File: config.mk
export PLATFORM = sky130hd
export DESIGN_NAME = spi_master_modes
export DESIGN_NICKNAME = d
export VERILOG_FILES = /design/src/rtl/spi_master_modes.sv
export SDC_FILE = /design/constraint.sdc
export NUM_CORES = 1
export LEC_CHECK = 0
export ABC_AREA = 1
export CORE_ASPECT_RATIO = 1.1
export CORE_UTILIZATION = 60
export DETAILED_ROUTE_END_ITERATION = 6
export PLACE_DENSITY = 0.89
export SYNTH_ARGS = -nofsm -noshare
export SYNTH_HDL_FRONTEND = slang
export SYNTH_SLANG_ARGS = --single-unit
File: constraint.sdc
create_clock -name clk -period 4.6 [get_ports clk]
set_clock_uncertainty 0.05 [all_clocks]
set_input_delay 0.46 -clock clk [delete_from_list [all_inputs] [get_ports clk]]
set_output_delay 0.46 -clock clk [all_outputs]
set_load 0.005 [all_outputs]
File: src/rtl/spi_master_modes.sv
// spi_master_modes: SPI master with all four CPOL/CPHA modes, programmable SCLK divider,
// multiple chip selects and variable packet length, val/rdy on recv, send and cfg.
module spi_master_modes #(
   parameter int nbits    = 32,
   parameter int ncs      = 4,
   parameter int divw     = 8,
   parameter int logBitsN = $clog2(nbits) + 1,
   parameter int logCSN   = ncs > 1 ? $clog2(ncs) : 1
) (
   input  logic                clk,
   input  logic                reset,
   output logic [ncs-1:0]      spi_cs,
   output logic                spi_sclk,
   output logic                spi_mosi,
   input  logic                spi_miso,
   input  logic                recv_val,
   output logic                recv_rdy,
   input  logic [nbits-1:0]    recv_msg,
   output logic                send_val,
   input  logic                send_rdy,
   output logic [nbits-1:0]    send_msg,
   input  logic                cfg_val,
   output logic                cfg_rdy,
   input  logic [1:0]          cfg_mode,
   input  logic [divw-1:0]     cfg_div,
   input  logic [logCSN-1:0]   cfg_cs_addr,
   input  logic [logBitsN-1:0] cfg_packet_size
);
   typedef enum logic [2:0] {IDLE, LEAD, LEADING_HALF, TRAILING_HALF, TRAIL, DONE} state_t;
   state_t state;
   logic [1:0] mode, mode_n;
   logic [divw-1:0] div, cnt;
   logic [logCSN-1:0] cs_addr, cs_n;
   logic [logBitsN-1:0] size, size_n, bitc, n, n_n;
   logic [nbits-1:0] tx, rx;
   logic [ncs-1:0] cs_sel;
   logic half;
   function automatic logic [logBitsN-1:0] eff(input logic [logBitsN-1:0] s);
      return (s == '0 || 32'(s) > nbits) ? logBitsN'(nbits) : s;
   endfunction
   // A config write accepted together with a transfer already governs that transfer.
   always_comb begin
      mode_n = cfg_val ? cfg_mode : mode;
      size_n = cfg_val ? cfg_packet_size : size;
      cs_n = cfg_val ? cfg_cs_addr : cs_addr;
      n = eff(size);
      n_n = eff(size_n);
      half = cnt == div;
      for (int i = 0; i < ncs; i++) cs_sel[i] = cs_n != logCSN'(i);
   end
   assign recv_rdy = state == IDLE;
   assign cfg_rdy = state == IDLE;
   assign spi_mosi = tx[nbits-1];
   always_ff @(posedge clk) begin
      if (reset) begin
         state <= IDLE;
         spi_cs <= '1;
         spi_sclk <= 1'b0;
         send_val <= 1'b0;
         send_msg <= '0;
         mode <= '0;
         div <= '0;
         cs_addr <= '0;
         size <= logBitsN'(nbits);
         cnt <= '0;
         bitc <= '0;
         tx <= '0;
         rx <= '0;
      end else begin
         cnt <= half ? '0 : cnt + 1'b1;
         case (state)
            IDLE: begin
               if (cfg_val) {mode, div, cs_addr, size} <= {cfg_mode, cfg_div, cfg_cs_addr, cfg_packet_size};
               spi_sclk <= mode_n[1];
               if (recv_val) begin
                  tx <= recv_msg << (nbits - int'(n_n));
                  rx <= '0;
                  bitc <= '0;
                  cnt <= '0;
                  spi_cs <= cs_sel;
                  state <= LEAD;
               end
            end
            LEAD: if (half) begin
               spi_sclk <= ~mode[1];
               if (!mode[0]) rx <= {rx[nbits-2:0], spi_miso};
               state <= LEADING_HALF;
            end
            LEADING_HALF: if (half) begin
               spi_sclk <= mode[1];
               if (mode[0]) rx <= {rx[nbits-2:0], spi_miso};
               else tx <= tx << 1;
               state <= TRAILING_HALF;
            end
            TRAILING_HALF: if (half) begin
               bitc <= bitc + 1'b1;
               if (logBitsN'(bitc + 1'b1) == n) state <= TRAIL;
               else begin
                  spi_sclk <= ~mode[1];
                  if (mode[0]) tx <= tx << 1;
                  else rx <= {rx[nbits-2:0], spi_miso};
                  state <= LEADING_HALF;
               end
            end
            TRAIL: if (half) begin
               spi_cs <= '1;
               send_val <= 1'b1;
               send_msg <= rx;
               state <= DONE;
            end
            DONE: if (send_rdy) begin
               send_val <= 1'b0;
               state <= IDLE;
            end
            default: state <= IDLE;
         endcase
      end
   end
endmodule
==> summary by stage <==
Critical path
The kind of cell adding the most delay to the critical path is buffers and inverters. The critical path in this run is classified as in2reg. The worst path arrival time is 3.84 ns.

The cell seen most often among critical-path stages is nand2_1. The cell with the biggest individual delay on the critical path is clkdlybuf4s50_1. The top fanout value on the critical path is 26. In this run the number of cells on the critical path is 19. The number of buffers and inverters on the critical path is 4. Walking the worst path, the cells encountered are clkdlybuf4s50_1 > buf_4 > o21ai_2 > nor2_2 > nand3_2 > nand2_1 > nand3_2 > ha_1 > inv_1 > nand3_1 > nand2_2 > clkinv_1 > nand3_1 > nand3_1 > nand2_1 > nand2_1 > nand2_1 > nand2_1 > a21oi_1. At the worst endpoint, the required time is 4.90 ns. Measured in cells, the most critical reg-to-reg path has a length of 17. The largest single stage delay on the critical path is 0.59 ns. STA classifies the critical path startpoint as a primary input. The type of element capturing the critical path is a register.

Routing
Dividing the detail-routed wire length by the instance count gives 15.6 µm. The detailed router finished its first iteration with 793 violations. After detailed routing, the number of vias per cell comes to 6.08.

The total wire length is 21,200 µm. After detailed routing, the number of remaining DRC violations is 4. Before antenna repair, the detailed router went through 7 iterations. Summing over every cut layer, the via total after detailed routing is 8,229. The remaining number of nets flagged by the antenna check after routing is 0.

Timing
The smallest setup slack after layout is 1.06 ns. The highest clock rate is 0.282 GHz. The final count of hold timing violations is 0. The final number of max-transition violations is 0. Setup repair after global routing left no endpoint under its margin. The slew at the pin closest to its max-slew limit is 1.20 ns. The final period utilization is 77.0%. The sum of negative setup slack is 0 ns. The time the worst path needs with I/O delays and setup is 3.54 ns.

Measured against its own limit, the worst slew margin works out to 19.4%. Setup violations remaining at the end of the flow were counted as 0.

Pwr
The standby leakage power is 3.59 nW. The maximum vdd ir drop is 0.389 mV. The switching power of the nets is 0.00261 W.

The fraction of power consumed by combinational cells is 49.0%. The switching part of the total is 46.4%. Per report_power, the sequential group accounts for 27.5% of the total. The internal power summed over all cells is 0.00302 W.

In this run the power density over the cells is 624 mW/mm². Per report_power, the clock group accounts for 23.6% of the total.

Yosys
Synthesis handed over a netlist of 1,137 instances. Of the synthesized area, sequential elements account for 36.4%. The number of enable flip-flop cells after synthesis is 0. The area share of the largest cell type after synthesis is 36.4%. In the synthesized netlist the dominant register cell turns out to be dfxtp_1. In this run the cell area of the synthesized design comes to 0.00753 mm².

The most instantiated library cell after synthesis is nand2_1. Summed over all instances, the cell type with the most area after synthesis is dfxtp_1. The number of nets in the synthesized netlist is 1,196. The Yosys step of the flow raised 0 warnings. By area the synthesized netlist is led by dfxtp_1 36%, nand2_1 15%, nand3_1 15%. The commonest cells after synthesis are 300 x nand2_1, 221 x nand3_1, 142 x a21oi_1. The synthesized area per cell is 6.63 µm².

Counting distinct cell types in the post-synthesis netlist gives 46. The fraction of registers with async set/reset is 0%. In this run, synthesis produced a sequential element count of 137.

CTS
TritonCTS built the clock tree. In this run the clock root is driven by a clkbuf_16. Clock-pin slew was measured on the worst setup and hold paths at 0.06 ns. The later-pin clock latency in the skew report is 0.42 ns. The number of gates resized after CTS is 0. The total CTS buffers is 17.

Buffers added to address setup during post-CTS repair amount to 0. In this run, post-CTS hold repair placed 0 buffers. The number of buffers between clock root and the deepest sink is 2. The clock net sink count is 137.

The H-tree depth is 4.

Run
The number of max-capacitance violations reported is 0.

Floorplanning
The die covers 0.0130 mm². The floorplan step set the die height to 120 µm. Once the floorplan was initialized, standard cells occupied 62.1% of the core. For this design the top-level I/O count stands at 97.

The area of the core is 0.0121 mm². The site row count is 42. From left edge to right edge, the die measures 109 µm.

Placement
The detailed placement HPWL is 13,900 µm. The number of port buffers is 96. The worst slack after detailed placement is 0.698 ns. The congestion estimate from routability-driven global placement came to 0.993. The number of placed instances, taps included is 1,322. Summing all placed instances gives a cell area of 0.00845 mm².

Final layout
The number of nets at the end of the flow is 1,246. The number of inserted filler cells in the final layout is 960. The number of antenna diodes in the final layout is 0.

Of the cells placed in the final design, the portion with a size suffix greater than 1 is 6.75%. The design area is 0.00903 mm². The area growth from synthesis to layout is 19.8%. After the flow finishes, the layout carries non-filler instances totaling 1,354.

Global route
The number of antenna violations at the first check in global routing is 0. The largest net degree at the start of global routing is 85. The total congestion overflow after global routing is 0. The global-route wire length before repair is 35,500 µm. The total routing usage reported by global routing is 34.2%.

The number of global-route vias before repair is 7,732.

Worst hold path
The kind of path behind the tightest hold check is reg2reg. Counting instances, the worst hold path has a depth of 2.

Status
The checks that failed: design-rule violations. The run finished, with violations left.
[worst reg2reg max path, cell delays in order, from the launching register on]
cell      delay, ns
dfxtp_1        0.39
inv_1          0.13
o21ai_2        0.28
nor2_1         0.10
nand3_1        0.14
nand3_2        0.10
ha_1           0.23
inv_1          0.09
nand3_1        0.09
nand2_2        0.08
clkinv_1       0.53
nand3_1        0.38
nand3_1        0.11
nand2_1        0.10
nand2_1        0.05
nand2_1        0.07
nand2_1        0.05
a21oi_1        0.14
[logic make-up after synthesis]
family	synth area share [%]
DFF	36.4
adders and majority gates	0.498
and+or+nand+nor	37.3
xor gates and xnor gates	1.98
buffers and inverters	6.94
AOI/OAI and AO/OA	16.9
[per-stage QoR]
stage	util, %	hold WS, ns	total power, W
after CTS	74.4	0.413	0.00558
after global placement	69.6	0.401	0.00420
after floorplan	-	0.390	0.00360
after global routing	74.4	0.433	0.00605
final	74.4	0.409	0.00563
after detailed placement	69.6	0.403	0.00424
[power groups by stage]
stage          combinational (W)  clock [W]  sequential (W)
2_1_floorplan            0.00207          0         0.00153
3_3_place_gp             0.00265          0         0.00156
3_5_place_dp             0.00268          0         0.00156
4_1_cts                  0.00271    0.00133         0.00154
5_1_grt                  0.00309    0.00139         0.00157
6_report                 0.00276    0.00133         0.00155
[worst paths after layout]
path / endpoint / slack [ns] / startpoint
worst max-delay path: tx[31] / 1.06 / cfg_val
worst min-delay path: send_msg[26] / 0.41 / send_msg[26]
worst max register to register: tx[31] / 1.39 / size[5]
worst min register to register: send_msg[26] / 0.41 / send_msg[26]
[cell usage in the layout (no fill, tap or decap), types with 5 or more instances in the layout]
cell	instances
o21ai_2	6
buf_4	15
a21oi_1	142
inv_6	5
nand4_1	39
nor3_1	6
o211ai_1	5
nand2_1	300
xor2_1	14
inv_1	31
dfxtp_1	137
o21ai_0	52
clkbuf_16	17
inv_2	7
clkdlybuf4s50_1	95
nand3_1	221
nor2_1	37
[registers in the layout, indices dropped and copies added (netlist names)]
register	flops
rx	32
send_msg	32
tx	32
cnt	8
div	8
bitc	6
size	6
spi_cs	4
state	3
cs_addr	2
mode	2
send_val	1
spi_sclk	1
[area by class of cell]
class | instances | area, µm² | share of cell area [%]
multi-input cells | 877 | 4290 | 47.5
flip-flops and latches | 137 | 2740 | 30.4
repair buffers | 111 | 1070 | 11.8
clock buffers | 19 | 443 | 4.91
well taps | 154 | 193 | 2.13
inverters | 43 | 163 | 1.80
clock inverters | 13 | 133 | 1.47
[metal layers]
| layer | GRT usage, % | part of all wire [%] | vias up |
|---|---|---|---|
| met3 | 8.47 | 7.1 | 82 |
| met4 | 17.2 | 4.2 | 0 |
| met2 | 57.1 | 49 | 391 |
| met5 | 0 | 0 | - |
| li1 | - | - | 4006 |
| met1 | 40.4 | 40 | 3750 |
(Power assumes the default switching activity.)
